<file path="config.mk">
export PLATFORM = sky130hd
export DESIGN_NAME = irq_ctrl
export DESIGN_NICKNAME = d
export VERILOG_FILES = /design/src/rtl/irq_ctrl_pkg.sv /design/src/rtl/irq_ctrl_sync_edge.sv /design/src/rtl/irq_ctrl.sv
export SDC_FILE = /design/constraint.sdc
export NUM_CORES = 1
export LEC_CHECK = 0
export ABC_CLOCK_PERIOD_IN_PS = 3300
export BUFFER_PORTS_ARGS = -buffer_cell sky130_fd_sc_hd__buf_2
export CORE_ASPECT_RATIO = 2
export CORE_MARGIN = 2
export CORE_UTILIZATION = 47
export DETAILED_ROUTE_END_ITERATION = 16
export PLACE_DENSITY = 0.85
export SLEW_MARGIN = 20
export SYNTH_ARGS = -nofsm -noshare
export SYNTH_HDL_FRONTEND = slang
export SYNTH_HIERARCHICAL = 1
export SYNTH_SLANG_ARGS = --single-unit
export TNS_END_PERCENT = 30
</file>
<file path="constraint.sdc">
create_clock -name clk -period 3.3 [get_ports clk]
set_clock_uncertainty 0.05 [all_clocks]
set_input_delay 0.66 -clock clk [delete_from_list [all_inputs] [get_ports clk]]
set_output_delay 0.66 -clock clk [all_outputs]
set_load 0.01 [all_outputs]
</file>
<file path="src/rtl/irq_ctrl_pkg.sv">
// Shared definitions for the interrupt controller: register map, STATUS layout
// and the request/service state encoding.
package irq_ctrl_pkg;

  localparam logic [1:0] ADDR_PEND  = 2'd0;
  localparam logic [1:0] ADDR_MASK  = 2'd1;
  localparam logic [1:0] ADDR_STAT  = 2'd2;
  localparam logic [1:0] ADDR_SWSET = 2'd3;

  localparam int STAT_ID_LSB    = 0;
  localparam int STAT_REQ_BIT   = 3;
  localparam int STAT_INSVC_BIT = 4;

  typedef enum logic [1:0] {
    IDLE    = 2'd0,
    REQ     = 2'd1,
    SERVICE = 2'd2
  } irq_state_e;

endpackage

</file>
<file path="src/rtl/irq_ctrl_sync_edge.sv">
// Single-bit synchroniser plus rising-edge detector for one interrupt source.
// Edges are suppressed until the history flop holds a real post-reset sample.
module irq_sync_edge #(
  parameter int SYNC_STAGES = 2
) (
  input  logic clk_i,
  input  logic rst_i,
  input  logic d_i,
  output logic rise_o
);

  logic [SYNC_STAGES-1:0] sync_q;
  logic [SYNC_STAGES:0]   arm_q;
  logic                   hist_q;

  // arm_q keeps a level held high across reset from looking like an edge
  always_ff @(posedge clk_i or posedge rst_i) begin
    if (rst_i) begin
      sync_q <= '0;
      arm_q  <= '0;
      hist_q <= 1'b0;
    end else begin
      sync_q <= {sync_q[SYNC_STAGES-2:0], d_i};
      arm_q  <= {arm_q[SYNC_STAGES-1:0], 1'b1};
      hist_q <= sync_q[SYNC_STAGES-1];
    end
  end

  assign rise_o = sync_q[SYNC_STAGES-1] & ~hist_q & arm_q[SYNC_STAGES];

endmodule

</file>
<file path="src/rtl/irq_ctrl.sv">
// Memory-mapped interrupt controller: latches source edges as pending, masks,
// priority-encodes (index 0 highest) and hands one request at a time to the CPU.
module irq_ctrl
  import irq_ctrl_pkg::*;
#(
  parameter int N_SRC       = 8,
  parameter int SYNC_STAGES = 2
) (
  input  logic             clk,
  input  logic             rst,
  input  logic [N_SRC-1:0] src,
  input  logic             reg_we,
  input  logic [1:0]       reg_addr,
  input  logic [31:0]      reg_wdata,
  output logic [31:0]      reg_rdata,
  output logic             int_req,
  output logic [2:0]       int_id,
  input  logic             int_ack,
  output logic             in_service
);

  logic [N_SRC-1:0] rise, pend_q, pend_d, mask_q, mask_d, elig;
  logic [N_SRC-1:0] w1c, w1s, ack_clr, id_onehot;
  logic [2:0]       winner, int_id_q;
  logic             int_req_q, in_service_q;
  logic             wr_pend, wr_mask, wr_stat, wr_swset, ack, eoi;
  logic             unused_wdata;
  irq_state_e       state_q;

  for (genvar g = 0; g < N_SRC; g++) begin : g_sync
    irq_sync_edge #(.SYNC_STAGES(SYNC_STAGES)) u_sync (
      .clk_i  (clk),
      .rst_i  (rst),
      .d_i    (src[g]),
      .rise_o (rise[g])
    );
  end

  assign unused_wdata = ^reg_wdata[31:N_SRC];

  always_comb begin
    wr_pend  = reg_we && (reg_addr == ADDR_PEND);
    wr_mask  = reg_we && (reg_addr == ADDR_MASK);
    wr_stat  = reg_we && (reg_addr == ADDR_STAT);
    wr_swset = reg_we && (reg_addr == ADDR_SWSET);
    ack      = int_ack && (state_q == REQ);
    eoi      = wr_stat && (state_q == SERVICE);
    w1c      = wr_pend  ? reg_wdata[N_SRC-1:0] : '0;
    w1s      = wr_swset ? reg_wdata[N_SRC-1:0] : '0;
    for (int i = 0; i < N_SRC; i++) id_onehot[i] = (int_id_q == 3'(i));
    ack_clr  = ack ? id_onehot : '0;
    // sets are OR-ed in last so they win over any clear of the same bit
    pend_d   = (pend_q & ~w1c & ~ack_clr) | rise | w1s;
    mask_d   = wr_mask ? reg_wdata[N_SRC-1:0] : mask_q;
    elig     = pend_q & mask_q;
    winner   = '0;
    for (int i = N_SRC - 1; i >= 0; i--) begin
      if (elig[i]) winner = 3'(i);
    end
  end

  always_ff @(posedge clk or posedge rst) begin
    if (rst) begin
      pend_q <= '0;
      mask_q <= '0;
    end else begin
      pend_q <= pend_d;
      mask_q <= mask_d;
    end
  end

  always_ff @(posedge clk or posedge rst) begin
    if (rst) begin
      state_q      <= IDLE;
      int_req_q    <= 1'b0;
      int_id_q     <= '0;
      in_service_q <= 1'b0;
    end else begin
      case (state_q)
        IDLE: begin
          if (|elig) begin
            int_id_q  <= winner;
            int_req_q <= 1'b1;
            state_q   <= REQ;
          end
        end
        REQ: begin
          if (ack) begin
            int_req_q    <= 1'b0;
            in_service_q <= 1'b1;
            state_q      <= SERVICE;
          end else if (~|(pend_d & mask_d & id_onehot)) begin
            int_req_q <= 1'b0;
            state_q   <= IDLE;
          end
        end
        SERVICE: begin
          if (eoi) begin
            in_service_q <= 1'b0;
            state_q      <= IDLE;
          end
        end
        default: state_q <= IDLE;
      endcase
    end
  end

  always_comb begin
    reg_rdata = '0;
    case (reg_addr)
      ADDR_PEND: reg_rdata[N_SRC-1:0] = pend_q;
      ADDR_MASK: reg_rdata[N_SRC-1:0] = mask_q;
      ADDR_STAT: begin
        reg_rdata[STAT_ID_LSB +: 3]  = int_id_q;
        reg_rdata[STAT_REQ_BIT]      = int_req_q;
        reg_rdata[STAT_INSVC_BIT]    = in_service_q;
      end
      default: reg_rdata = '0;
    endcase
  end

  assign int_req    = int_req_q;
  assign int_id     = int_id_q;
  assign in_service = in_service_q;

endmodule

</file>
==> reports/qor.tcl <==
set qor(status) {complete, no violations}
set qor(detail_route.first_pass.iterations) 5
set qor(critPathMaxStageDelay_ns) 0.60
set qor(groute.usage.overall_pct) 19.4
set qor(critical_path_arrival_ns) 2.77
set qor(initial_core_util_pct) 47.8
set qor(slew-limit-headroom_pct) 37.2
set qor(netlist_instances) 264
set qor(crit_fanout) 11
set qor(clkLatencyLatePin_ns) 0.33
set qor(h-tree-depth) 3
set qor(criticalPathCategory) {primary input to flip-flop}
set qor(cts-buffers-inserted) 9
set qor(nets) 350
set qor(placement_rows) 41
set qor(cp_cell_sequence) {buf_2 -> buf_4 -> or2_1 -> o211ai_1 -> a2111oi_0 -> a2111oi_1 -> a41o_1 -> o21bai_1}
set qor(cells_resized_by_post_cts_repair) 0
set qor(critPathBufInv) 2
set qor(report.power.total_w) 0.00274
set qor(cts_hold_buf) 0
set qor(area_growth_syn_to_layout_pct) 16.6
set qor(power_density_nw_per_um2) 784
set qor(synth_top_area_share_pct) 59.3
set qor(async_reset_ff_share_pct) 100
set qor(ctsLongestPathBuffers) 2
set qor(critPathRequiredTime_ns) 3.49
set qor(grt_start_max_net_pins) 24
set qor(ys_warn_count) 6
set qor(route.antenna.remaining_nets) 0
set qor(total_congestion_overflow) 0
set qor(most_frequent_cell_after_synthesis) {sky130_fd_sc_hd__dfrtp_1}
set qor(reg2reg_slack_ns) 0.82
set qor(hold_path.class) {primary input to async pin}
set qor(post-cts-setup-buffers) 0
set qor(yosys.area.top_type) {sky130_fd_sc_hd__dfrtp_1}
set qor(drcViolationCount) 0
set qor(number_of_global_route_vias_before_repair) 2179
set qor(netlist_top_cells_area) {sky130_fd_sc_hd__dfrtp_1 (59%), sky130_fd_sc_hd__buf_4 (6.0%), sky130_fd_sc_hd__mux2i_1 (4.3%), sky130_fd_sc_hd__nand2_1 (3.1%), sky130_fd_sc_hd__a21oi_1 (2.7%)}
set qor(grt_pass1_wl_mm) 9.80
set qor(dominantRegCellSynth) {sky130_fd_sc_hd__dfrtp_1}
set qor(clk_pin_slew_worst_paths_ns) 0.05
set qor(slew_violations) 0
set qor(vias_per_cell) 5.25
set qor(p_leak_nw) 1.70
set qor(placement.setup.worst_slack_ns) 0.472
set qor(syn_area_per_cell_sq_um) 11.3
set qor(worstSetupEndpointType) {flip-flop}
set qor(final.min_clock_period_ns) 2.58
set qor(die_x_um) 60.4
set qor(wirelength_mm) 6.07
set qor(io_buffers) 34
set qor(setup_violations) 0
set qor(gp_routability_congestion) 0.912
set qor(post-route-worst-setup-slack_ns) 0.722
set qor(synth_enable_flop_cells) 0
set qor(cts_tree) {yes}
set qor(setup_tns_ns) 0
set qor(fp.dieH_um) 117
set qor(worstMarginPinSlew_ns) 0.940
set qor(rr_startpoint) {int_id[1]}
set qor(synth.ff_latch_count) 71
set qor(synth_common_cells) {sky130_fd_sc_hd__dfrtp_1 (71), sky130_fd_sc_hd__nand2_1 (25), sky130_fd_sc_hd__buf_4 (24), sky130_fd_sc_hd__a21oi_1 (16), sky130_fd_sc_hd__inv_1 (16)}
set qor(fp.dieArea_sq_um) 7060
set qor(timing.fmax_ghz) 0.388
set qor(via_count) 2075
set qor(drt-wirelength-per-cell_um) 15.4
set qor(crit_path_start_kind) {primary input}
set qor(final_hold_viol_count) 0
set qor(timing.reg2reg.worst_path_depth) 6
set qor(cts_sink_count) 71
set qor(unrepaired_setup_endpoints_after_global_routing) {false}
set qor(clock-root-buffer) {sky130_fd_sc_hd__clkbuf_16}
set qor(postLayoutCellArea_sq_um) 3490
set qor(crit_path_top_delay_cell) {sky130_fd_sc_hd__a2111oi_0}
set qor(ir_worst_vdd_mv) 0.418
set qor(detailedRoute.firstIterationViolations) 167
set qor(fraction_of_final_layout_cells_sized_beyond_drive_strength_1_pct) 18.1
set qor(netlist_area_sq_um) 2990
set qor(dp_hpwl_mm) 4.52
set qor(grt_antenna_before_repair) 0
set qor(max-cap-violations) 0
set qor(fp.coreArea_sq_um) 6260
set qor(worst_path_dominant_cell_family) {compound AO/OA/AOI/OAI gates}
set qor(layout_worst_path_cycle_share_pct) 78.1
set qor(n_antenna_cell) 0
set qor(post_dp_cell_area_sq_um) 3160
set qor(ys_seq_area_share_pct) 59.3
set qor(top_level_ports) 83
set qor(final_core_util_pct) 55.8
set qor(rr_endpoint) {state_q[0]}
set qor(post_synthesis_cell_type_count) 40
## cells by family (layout without fill, tap and decap cells)
group	Yosys count	in the layout	synth area share, %
compound gates	57	57	12.3
buf+inv	48	70	9.69
flops	71	71	59.3
mux	17	17	5.98
other cells	9	32	1.13
simple gates	62	62	11.5
## per-layer routing
metal	track usage, %	routed length, um	vias to the layer above	part of all wire, %
met3	5.16	337	31	5.6
li1	-	-	926	-
met1	18.0	2040	1008	34
met4	15.8	364	0	6.0
met5	0	0	-	0
met2	33.6	3330	110	55
## flip-flops by register name, summed over array words and instances (netlist names)
register	count
g_sync.u_sync/arm_q	24
g_sync.u_sync/sync_q	16
mask_q	8
in_service	1
g_sync.u_sync/hist_q	8
state_q	2
pend_q	8
int_id	3
int_req	1
## worst max-delay path by stage
stage	startpoint	endpoint	slack, ns	cells past startpoint
after CTS	reg_addr[0]	int_req	0.79	8
after floorplan	reg_we	int_req	1.01	8
after global routing	reg_addr[0]	int_req	0.63	8
after detailed placement	reg_addr[0]	int_req	0.47	8
final	reg_addr[0]	state_q[0]	0.72	8
after global placement	reg_we	int_req	0.47	8
## cell usage in the layout (no fill, tap or decap), types with 2 or more instances in the layout
master	count
sky130_fd_sc_hd__nor2_1	8
sky130_fd_sc_hd__nor3_1	2
sky130_fd_sc_hd__nand3b_1	2
sky130_fd_sc_hd__nand2_1	25
sky130_fd_sc_hd__clkbuf_16	9
sky130_fd_sc_hd__mux2i_1	13
sky130_fd_sc_hd__buf_2	34
sky130_fd_sc_hd__a22oi_1	3
sky130_fd_sc_hd__and2_1	2
sky130_fd_sc_hd__o221ai_1	3
sky130_fd_sc_hd__clkbuf_8	2
sky130_fd_sc_hd__a21oi_1	16
sky130_fd_sc_hd__conb_1	32
sky130_fd_sc_hd__o21ai_1	12
sky130_fd_sc_hd__clkinvlp_4	2
sky130_fd_sc_hd__mux2_1	3
sky130_fd_sc_hd__nand2b_1	3
sky130_fd_sc_hd__nor2b_1	3
sky130_fd_sc_hd__nand3_1	2
sky130_fd_sc_hd__a2111oi_0	4
sky130_fd_sc_hd__and3b_1	8
sky130_fd_sc_hd__o21ai_0	4
sky130_fd_sc_hd__o211ai_1	7
sky130_fd_sc_hd__dfrtp_1	71
sky130_fd_sc_hd__inv_1	16
sky130_fd_sc_hd__buf_4	4
sky130_fd_sc_hd__nand4bb_1	2
sky130_fd_sc_hd__bufinv_16	2
## worst reg2reg max path, stage by stage, from the launching register on
cell                        delay, ns
sky130_fd_sc_hd__dfrtp_1         0.57
sky130_fd_sc_hd__nand4bb_1       0.41
sky130_fd_sc_hd__o211ai_1        0.15
sky130_fd_sc_hd__a2111oi_0       0.60
sky130_fd_sc_hd__a2111oi_1       0.17
sky130_fd_sc_hd__a41o_1          0.30
sky130_fd_sc_hd__o21bai_1        0.16
## where the power goes
| part | internal (W) | total, W | switching (W) |
|---|---|---|---|
| sequential | 0.000991 | 0.00115 | 0.000154 |
| clock | 0.000700 | 0.00104 | 0.000338 |
| combinational | 0.000229 | 0.000552 | 0.000324 |
| total | 0.00192 | 0.00274 | 0.000816 |
## cell type report
type	instances	area, sq um
Fill cell	559	2770
Sequential cell	71	1780
Multi-Input combinational cell	168	1010
Clock buffer	11	253
Timing Repair Buffer	38	200
Tap cell	86	108
Clock inverter	5	80.1
Inverter	16	60.1
## stage by stage
stage          instances  hold slack [ns]
2_1_floorplan        287            0.281
3_3_place_gp         379            0.282
3_5_place_dp         379            0.285
4_1_cts              395            0.283
5_1_grt              395            0.300
6_report             395            0.276
Power figures use the tool's default switching activity.
